File: src/rtl/pipe_ctrl_pkg.sv
// Shared types for the LC-3b pipeline control unit: FSM states, stage indices
// and the arbitration verdict that selects how the latches move each cycle.
package pipe_ctrl_pkg;

    typedef enum logic [1:0] {
        RESET  = 2'd0,
        RUN    = 2'd1,
        DRAIN  = 2'd2,
        HALTED = 2'd3
    } pipe_state_t;

    localparam int STG_IF  = 0;
    localparam int STG_ID  = 1;
    localparam int STG_EX  = 2;
    localparam int STG_MEM = 3;
    localparam int STG_WB  = 4;

    typedef enum logic [2:0] {
        ARB_NONE   = 3'd0,
        ARB_FLUSH  = 3'd1,
        ARB_DSTALL = 3'd2,
        ARB_LUSE   = 3'd3,
        ARB_ISTALL = 3'd4,
        ARB_GO     = 3'd5
    } arb_t;

endpackage

File: src/rtl/pipe_ctrl_hazard_detect.sv
// Load-use interlock compare: a load in EX whose destination is read by the
// instruction in ID.
module pipe_hazard_detect #(
    parameter int REG_ADDR_W = 3
) (
    input  logic                  id_valid,
    input  logic                  ex_valid,
    input  logic                  ex_is_load,
    input  logic [REG_ADDR_W-1:0] id_src1,
    input  logic [REG_ADDR_W-1:0] id_src2,
    input  logic                  id_use_src1,
    input  logic                  id_use_src2,
    input  logic [REG_ADDR_W-1:0] ex_dest,
    output logic                  luse
);

    logic src_hit;

    assign src_hit = (id_use_src1 && (id_src1 == ex_dest)) ||
                     (id_use_src2 && (id_src2 == ex_dest));
    assign luse    = id_valid & ex_valid & ex_is_load & src_hit;

endmodule

File: src/rtl/pipe_ctrl.sv
// Pipeline control for the LC-3b datapath: per-latch load enables and valid
// bits, wait handshakes, load-use interlock, branch flush and halt/drain.
// Performance counters are built only when PIPE_PERF_EN is defined.
module pipe_ctrl
    import pipe_ctrl_pkg::*;
#(
    parameter int NUM_STAGES = STG_WB + 1,
    parameter int REG_ADDR_W = 3,
    parameter int MEM_STAGE  = STG_MEM,
    parameter int BR_STAGE   = STG_WB
) (
    input  logic                  clk,
    input  logic                  rst_n,
    input  logic                  imem_resp,
    input  logic                  dmem_req,
    input  logic                  dmem_resp,
    input  logic [REG_ADDR_W-1:0] id_src1,
    input  logic [REG_ADDR_W-1:0] id_src2,
    input  logic                  id_use_src1,
    input  logic                  id_use_src2,
    input  logic                  ex_is_load,
    input  logic [REG_ADDR_W-1:0] ex_dest,
    input  logic                  br_taken,
    input  logic                  halt_req,
    input  logic                  resume,
    output logic                  load_pc,
    output logic [NUM_STAGES-2:0] load_latch,
    output logic [NUM_STAGES-2:0] valid,
    output logic                  flush,
    output logic                  halted,
    output logic [31:0]           stall_cnt,
    output logic [31:0]           flush_cnt,
    output logic [31:0]           retire_cnt
);

    localparam int NL = NUM_STAGES - 1;

    if (BR_STAGE < MEM_STAGE) begin : g_bad_br_stage
        $error("pipe_ctrl: BR_STAGE must be >= MEM_STAGE");
    end
    if (NL < 2 || MEM_STAGE < 1 || BR_STAGE > NL) begin : g_bad_depth
        $error("pipe_ctrl: stage indices out of range for NUM_STAGES");
    end

    pipe_state_t   state_q, state_d;
    logic [NL-1:0] valid_q, valid_d;
    logic [NL-1:0] vin;
    logic          active, v_br, dstall, luse, istall;
    arb_t          arb;

    pipe_hazard_detect #(
        .REG_ADDR_W (REG_ADDR_W)
    ) u_hazard (
        .id_valid    (valid_q[STG_ID-1]),
        .ex_valid    (valid_q[STG_EX-1]),
        .ex_is_load  (ex_is_load),
        .id_src1     (id_src1),
        .id_src2     (id_src2),
        .id_use_src1 (id_use_src1),
        .id_use_src2 (id_use_src2),
        .ex_dest     (ex_dest),
        .luse        (luse)
    );

    assign active = (state_q == RUN) || (state_q == DRAIN);
    assign v_br   = valid_q[BR_STAGE-1] & br_taken;
    assign dstall = valid_q[MEM_STAGE-1] & dmem_req & ~dmem_resp;
    assign istall = ~imem_resp;

    always_comb begin
        arb = ARB_NONE;
        if (active) begin
            if (v_br)        arb = ARB_FLUSH;
            else if (dstall) arb = ARB_DSTALL;
            else if (luse)   arb = ARB_LUSE;
            else if (istall) arb = ARB_ISTALL;
            else             arb = ARB_GO;
        end
    end

    // vin is what each latch takes on load; default is a shift of the older
    // latch, with latch 0 fed a bubble unless a real fetch completes.
    always_comb begin
        load_pc    = 1'b0;
        load_latch = '0;
        flush      = 1'b0;
        vin        = {valid_q[NL-2:0], 1'b0};
        case (arb)
            ARB_FLUSH: begin
                load_pc    = 1'b1;
                flush      = 1'b1;
                load_latch = '1;
                for (int k = 0; k < NL; k++)
                    if (k < BR_STAGE) vin[k] = 1'b0;
            end
            ARB_DSTALL: begin
                for (int k = 0; k < NL; k++) begin
                    load_latch[k] = (k >= MEM_STAGE);
                    if (k == MEM_STAGE) vin[k] = 1'b0;
                end
            end
            ARB_LUSE: begin
                load_latch         = '1;
                load_latch[STG_IF] = 1'b0;
                vin[STG_ID]        = 1'b0;
            end
            ARB_ISTALL: begin
                load_latch = '1;
            end
            ARB_GO: begin
                load_latch  = '1;
                load_pc     = (state_q == RUN);
                vin[STG_IF] = (state_q == RUN);
            end
            default: ;
        endcase
        for (int k = 0; k < NL; k++)
            valid_d[k] = load_latch[k] ? vin[k] : valid_q[k];
    end

    always_comb begin
        state_d = state_q;
        case (state_q)
            RESET:   state_d = RUN;
            RUN:     if (halt_req) state_d = DRAIN;
            DRAIN:   if (valid_q == '0) state_d = HALTED;
            HALTED:  if (resume) state_d = RUN;
            default: state_d = RESET;
        endcase
    end

    always_ff @(posedge clk or negedge rst_n) begin
        if (!rst_n) begin
            state_q <= RESET;
            valid_q <= '0;
        end else begin
            state_q <= state_d;
            valid_q <= valid_d;
        end
    end

    assign valid  = valid_q;
    assign halted = (state_q == HALTED);

`ifdef PIPE_PERF_EN
    logic [31:0] stall_cnt_q, flush_cnt_q, retire_cnt_q;
    logic        stall_win, retire;

    assign stall_win = (arb == ARB_DSTALL) || (arb == ARB_LUSE) || (arb == ARB_ISTALL);
    // The WB-feeding latch leaving (not held) is what retires its instruction.
    assign retire    = valid_q[NL-1] & load_latch[NL-1];

    always_ff @(posedge clk or negedge rst_n) begin
        if (!rst_n) begin
            stall_cnt_q  <= '0;
            flush_cnt_q  <= '0;
            retire_cnt_q <= '0;
        end else begin
            if (stall_win) stall_cnt_q  <= stall_cnt_q + 32'd1;
            if (flush)     flush_cnt_q  <= flush_cnt_q + 32'd1;
            if (retire)    retire_cnt_q <= retire_cnt_q + 32'd1;
        end
    end

    assign stall_cnt  = stall_cnt_q;
    assign flush_cnt  = flush_cnt_q;
    assign retire_cnt = retire_cnt_q;
`else
    assign stall_cnt  = '0;
    assign flush_cnt  = '0;
    assign retire_cnt = '0;
`endif

endmodule

File: config.mk
export PLATFORM = sky130hd
export DESIGN_NAME = pipe_ctrl
export DESIGN_NICKNAME = d
export VERILOG_FILES = /design/src/rtl/pipe_ctrl_pkg.sv /design/src/rtl/pipe_ctrl_hazard_detect.sv /design/src/rtl/pipe_ctrl.sv
export SDC_FILE = /design/constraint.sdc
export NUM_CORES = 1
export LEC_CHECK = 0
export CAP_MARGIN = 20
export CORE_ASPECT_RATIO = 1.5
export CORE_MARGIN = 2
export CORE_UTILIZATION = 32
export CTS_CLUSTER_DIAMETER = 40
export CTS_CLUSTER_SIZE = 14
export DETAILED_ROUTE_END_ITERATION = 10
export PLACE_DENSITY = 0.91
export SLEW_MARGIN = 25
export SYNTH_ARGS = -nofsm -noshare
export SYNTH_HDL_FRONTEND = slang
export SYNTH_SLANG_ARGS = --single-unit
File: constraint.sdc
create_clock -name clk -period 2.5 [get_ports clk]
set_input_delay 0.625 -clock clk [delete_from_list [all_inputs] [get_ports clk]]
set_output_delay 0.625 -clock clk [all_outputs]
set_load 0.05 [all_outputs]
==> flow_metrics.env, run 1 <==
export IMPL_yosysWarnings=0
export IMPL_cts_reportedPaths_clkPinSlew_ps=30
export IMPL_drt_total_wl_mm=2.255
export IMPL_comb_power_share_pct=83.2
export IMPL_yosys_area_share_simple_pct=8.545
export IMPL_fin_skew_ps=0.1818
export IMPL_track_usage_pct=10.08
export IMPL_layout_nets=220
export IMPL_async_reset_ff_share_pct=100.0
export IMPL_syn_avg_cell_area_sq_um=7.834
export IMPL_grt_overflow_total=0
export IMPL_grt_pass1_vias=688
export IMPL_port_buffers=30
export IMPL_start_util_pct=33.40
export IMPL_ios=127
export IMPL_cap_violations=0
export IMPL_vdd_drop_max_uv=1089
export IMPL_rsz0062_at_grt="no"
export IMPL_via_per_inst=3.555
export IMPL_layout_min_cycle_time_ps=2425
export IMPL_p_sw_share_pct=57.98
export IMPL_fin_hold_ws_ps=540.7
export IMPL_status="complete, no violations"
export IMPL_drv_slew=0
export IMPL_critPathCaptureType="output pin"
export IMPL_avgRoutedWirePerCell_um=9.475
export IMPL_cts_buffers=3
export IMPL_drive_gt1_share_pct=15.90
export IMPL_syn_to_final_growth_pct=12.72
export IMPL_synth_edff_count=0
export IMPL_antenna_found_initial=0
export IMPL_crit_required_ps=1880
export IMPL_clock_sinks=6
export IMPL_syn_area_sq_um=1230
export IMPL_first_iter_violations=4
export IMPL_switchingPower_mw=1.052
export IMPL_synth_xor_area_share_pct=4.273
export IMPL_hpwl_mm=1.891
export IMPL_crit_family="buffers and inverters"
export IMPL_synth_most_common_cell="buf_4"
export IMPL_die_area_sq_um=4366
export IMPL_fin_cells=238
export IMPL_seq_power_share_pct=9.1
export IMPL_grt_first_pass_wirelength_mm=3.063
export IMPL_synth_top_family_by_area="buffers and inverters"
export IMPL_slowest_stage="clkdlybuf4s50_1"
export IMPL_cp_cell_sequence="clkdlybuf4s50_1 > nand4_1 > a21oi_2 > o22ai_1 > buf_4"
export IMPL_synth_cell_type_count=26
export IMPL_clockBufferDepth=2
export IMPL_cp_max_fo=3
export IMPL_yosys_area_top_type="buf_4"
export IMPL_multiInputGateArea_sq_um=709.4
export IMPL_crit_path_max_incr_delay_ps=500
export IMPL_gp_congestion=0.7764
export IMPL_htreeDepth=1
export IMPL_synthMuxAreaShare_pct=0
export IMPL_clk_latency_ps=220
export IMPL_rows=27
export IMPL_internal_power_uw=762.2
export IMPL_dpl_cell_count=231
export IMPL_drcViolationCount=0
export IMPL_ys_ff_latch=6
export IMPL_synth_compound_area_share_pct=9.054
export IMPL_die_y_um=79.93
export IMPL_n_fill_cell=392
export IMPL_diodes=0
export IMPL_clkPwrFrac_pct=7.7
export IMPL_synth_cells=157
export IMPL_worstPathArrival_ps=1800
export IMPL_p_per_area_nw_per_um2=1308
export IMPL_crit_type="in -> out"
export IMPL_synthTopCellsByCount="99 x buf_4, 6 x dfrtp_1, 6 x inv_1, 6 x xnor2_1, 5 x nand2_1"
export IMPL_critPathBufInv=2
export IMPL_synth_top_cell_area_share_pct=60.43
export IMPL_grt_max_degree=10
export IMPL_die_x_um=54.62
export IMPL_yosys_top_cells_area="buf_4 60%, dfrtp_1 12%, xnor2_1 4.3%, ha_1 3.1%, inv_1 1.8%"
export IMPL_max_freq_mhz=412.4
export IMPL_hold_viol_final=0
export IMPL_min_period_over_period_pct=96.99
export IMPL_detail_route_antenna_nets=0
export IMPL_synth_fa_ha_area_share_pct=3.052
export IMPL_register_area_sq_um=150.1
export IMPL_firstDrtPassIters=4
export IMPL_synth_seq_area_share_pct=12.21
export IMPL_vias=846
export IMPL_coreArea_sq_um=3682
export IMPL_synth_flop_cell="dfrtp_1"
export IMPL_hp_class="reg -> reg"
export IMPL_finalSetupViolations=0
export IMPL_start_kind="primary input"
export IMPL_tritoncts="done"
export IMPL_clock_root_buffer="clkbuf_8"
export IMPL_power_leakage_nw=0.7787
## stage by stage
step | cell area, sq um | setup TNS, ps | power, mW | util [%] | worst slack (ps)
final | 1386 | 0 | 1.814 | 37.65 | 75.32
after global routing | 1386 | 0 | 1.914 | 37.65 | 5.185
after CTS | 1379 | 0 | 1.816 | 37.44 | 93.29
after detailed placement | 1296 | -484.1 | 1.625 | 35.20 | -253.1
after global placement | 1296 | -427.2 | 1.604 | 35.20 | -224.3
after floorplan | 1597 | 0 | 1.265 | - | 26.25
## cell usage in the layout (no fill, tap or decap), drive strengths merged, types with 2 or more instances in the layout
master	instances
ha	3
clkdlybuf4s50	13
o22ai	2
inv	6
o21ai	5
nand4	3
a21oi	3
conb	96
nor2	2
buf	16
dfrtp	6
dlygate4sd2	11
clkbuf	3
xnor2	6
nand3	4
nand2	6
## path summary, 6_finish.rpt
path	start	slack (ps)	endpoint	cells after the start
min in group asynchronous	rst_n	650	valid[2]$_DFFE_PN0P_	1
worst max-delay path	id_use_src2	80	load_pc	5
worst min-delay path	state_q[1]$_DFFE_PN0P_	540	state_q[1]$_DFFE_PN0P_	2
worst min register to register	state_q[1]$_DFFE_PN0P_	540	state_q[1]$_DFFE_PN0P_	2
max in group asynchronous	rst_n	1640	state_q[0]$_DFFE_PN0P_	1
worst max register to register	state_q[0]$_DFFE_PN0P_	870	valid[0]$_DFFE_PN0P_	6
## power groups by stage
stage	clock, mW	combinational [mW]	sequential [mW]
after global routing	0.149	1.59	0.172
after detailed placement	0	1.46	0.167
final	0.139	1.51	0.165
after global placement	0	1.44	0.165
after floorplan	0	1.08	0.190
after CTS	0.144	1.51	0.166
## kinds of logic (layout without fill, tap and decap cells)
family                   after synthesis  in the layout
buffers and inverters                106             49
AND/OR/NAND/NOR                       20             20
AO/OA/AOI/OAI                         15             15
XOR/XNOR                               6              6
flip-flops                             6              6
adder cells (fa/ha/maj)                3              3
other                                  1             96
## cell type report
class / instances / share of cell area [%]
sequential: 6 / 10.83
tap: 43 / 3.881
clock buffer: 3 / 2.978
timing repair buffer: 40 / 29.51
inverter: 6 / 1.625
multi-input combinational: 140 / 51.17
## state kept, by name (all words and copies together) (netlist names)
| register | flops |
|---|---|
| valid | 4 |
| state_q | 2 |
## worst reg2reg max path, stage by stage, from the launching register on
cell and delay (ps):
dfrtp_1 390, inv_1 60, ha_1 410, nor2_2 150
nand3_1 120, buf_4 150, o32ai_1 250
## repair_timing
item                                    in CTS  in global routing
endpoints found under the setup margin       2                  2
hold buffers                                 0                  0
buffers inserted                             3                  1
gates resized for setup                     18                  0
pin swaps                                    9                  1
gates cloned                                 0                  0
## routing by layer
layer / up-vias / share of wire, % / global-route usage, %
li1: 384 / - / -
met1: 370 / 28 / 9.101
met2: 90 / 58 / 19.52
met3: 2 / 13 / 1.685
met4: 0 / 1.3 / 5.250
met5: - / 0 / 0
Note: power is estimated with default switching activity, not from simulation.
==> inputs of run 2 (changes only) <==
- GPL_ROUTABILITY_DRIVEN: default -> 0
==> results of run 2 <==
The final DEF is identical to that of run 1; final timing and power are the same.
==> RTL edit, RTL diff (config.mk and constraints of run 2) <==
The 4 states of `pipe_state_t` get a one-hot encoding in 4 bits.
--- a/src/rtl/pipe_ctrl_pkg.sv
+++ b/src/rtl/pipe_ctrl_pkg.sv
@@ -2,11 +2,11 @@
 // and the arbitration verdict that selects how the latches move each cycle.
 package pipe_ctrl_pkg;
 
-    typedef enum logic [1:0] {
-        RESET  = 2'd0,
-        RUN    = 2'd1,
-        DRAIN  = 2'd2,
-        HALTED = 2'd3
+    typedef enum logic [3:0] {
+        RESET  = 4'b0001,
+        RUN    = 4'b0010,
+        DRAIN  = 4'b0100,
+        HALTED = 4'b1000
     } pipe_state_t;
 
     localparam int STG_IF  = 0;
Behaviour: no difference found for any inputs over 10 cycles, from zero or initial values and one cycle with rst_n low; not proved beyond that.
==> RTL edit against run 2 <==
Non-clock buffer count is 5 lower; power is 22% lower; synthesized area is 8.5% higher; setup slack worse by 0.022 ns; clock skew is 0.0015 ns higher; sequential cell count is 2 higher; final area hardly changed; critical path depth is 1 higher; routed wire length is 1.1% higher.
==> RTL edit: results (changes against run 2) <==
RUN_STATUS='finished, final reports clean'  # unchanged
ACHIEVABLE-FREQUENCY_GHz=0.409  # was 0.412 GHz
YOSYS.CELL_TYPES.COUNT=29  # was 26
TIMING.CRITICAL_PATH.ARRIVAL_NS=1.82  # was 1.80 ns
AVGSYNTHCELLAREA_UM2=8.09  # was 7.83 um2
ARITHMETIC_CELL_SHARE_OF_THE_SYNTHESIZED_AREA_COUNTING_FULL_ADDERS_HALF_ADDERS_AND_MAJORITY_GATES=0  # was 0.0305
FINAL_LAYOUT_SIZE_SUFFIX_GT1_FRAC=0.126  # was 0.159
GLOBAL_ROUTE_WIRE_LENGTH_BEFORE_REPAIR_UM=3180  # was 3060 um
AREA_SHARE_CLOCK_BUF_INV=0.0325  # was 0.0298
SIGNAL_BUFFERS=35  # was 40
WL_MET3_UM=314  # was 300 um
POST_SYNTH_MOST_FREQUENT_CELLS='buf_4, dfrtp_1, nor2_1'  # was buf_4, dfrtp_1, inv_1, xnor2_1, nand2_1
SEQ_CELLS=8  # was 6
GRT_USE_MET1=0.0876  # was 0.0910
SYNTH-COMPOUND-AREA-SHARE=0.0956  # was 0.0905
MET3_USAGE=0.0234  # was 0.0169
MULTI_INPUT_COMB_AREA_UM2=736  # was 709 um2
MULTI_INPUT_COMBINATIONAL_CELL_COUNT=148  # was 140
CRIT_PATH_START='dmem_resp'  # was id_use_src2
MAX-VDD-IR-DROP_uV=620  # was 1090 uV
POWER_REPORT.INTERNAL_TOTAL_W=0.000566  # was 0.000762 W
ROUTEDWLPERCELL_UM=9.34  # was 9.47 um
FINAL-SEQ-AREA_UM2=201  # was 150 um2
POST-DP-HPWL_UM=1950  # was 1890 um
TRACK_USAGE=0.0892  # was 0.101
P_CLK_FRAC=0.114  # was 0.077
FINCLKSKEW_NS=0.00170  # was 0.000182 ns
MET1_LENGTH_UM=717  # was 625 um
SYNTH_XOR_XNOR_AREA_SHARE=0.0394  # was 0.0427
FIRST_GLOBAL_VIAS=704  # was 688
SYN_INST=165  # was 157
LAYOUT.NONCLK_BUF_FRAC=0.239  # was 0.295
COMBINATIONAL_CELL_POWER_W=0.000992  # was 0.00151 W
P_SWITCHING_W=0.000853  # was 0.00105 W
RTL edit: cell types whose count changed in the layout (fill, tap and decap cells not counted), moves of 3 or more:
cell,delta
a21oi_1,+4
nor3_1,+3
xnor2_2,-3
nor2_1,+6
inv_1,-4
xnor2_1,+3
buf_12,-4
ha_1,-3
RTL edit: what timing repair did:
item | in CTS | in global routing
hold buffers | 0 | 0
pin swaps | 9 | 4
endpoints found under the setup margin | 2 | 4
resized for setup | 10 | 5
setup buffers | 0 | 1
endpoints found under the hold margin | 0 | 0
RTL edit: worst min-delay path by stage:
stage	from	slack, ns	cells past startpoint	to
2_1_floorplan	rst_n	0.33	0	state_q[1]
3_3_place_gp	state_q[2]	0.50	1	state_q[1]
3_5_place_dp	state_q[2]	0.52	1	state_q[1]
4_1_cts	state_q[2]	0.53	1	state_q[1]
5_1_grt	state_q[2]	0.57	1	state_q[1]
6_report	state_q[2]	0.53	1	state_q[1]
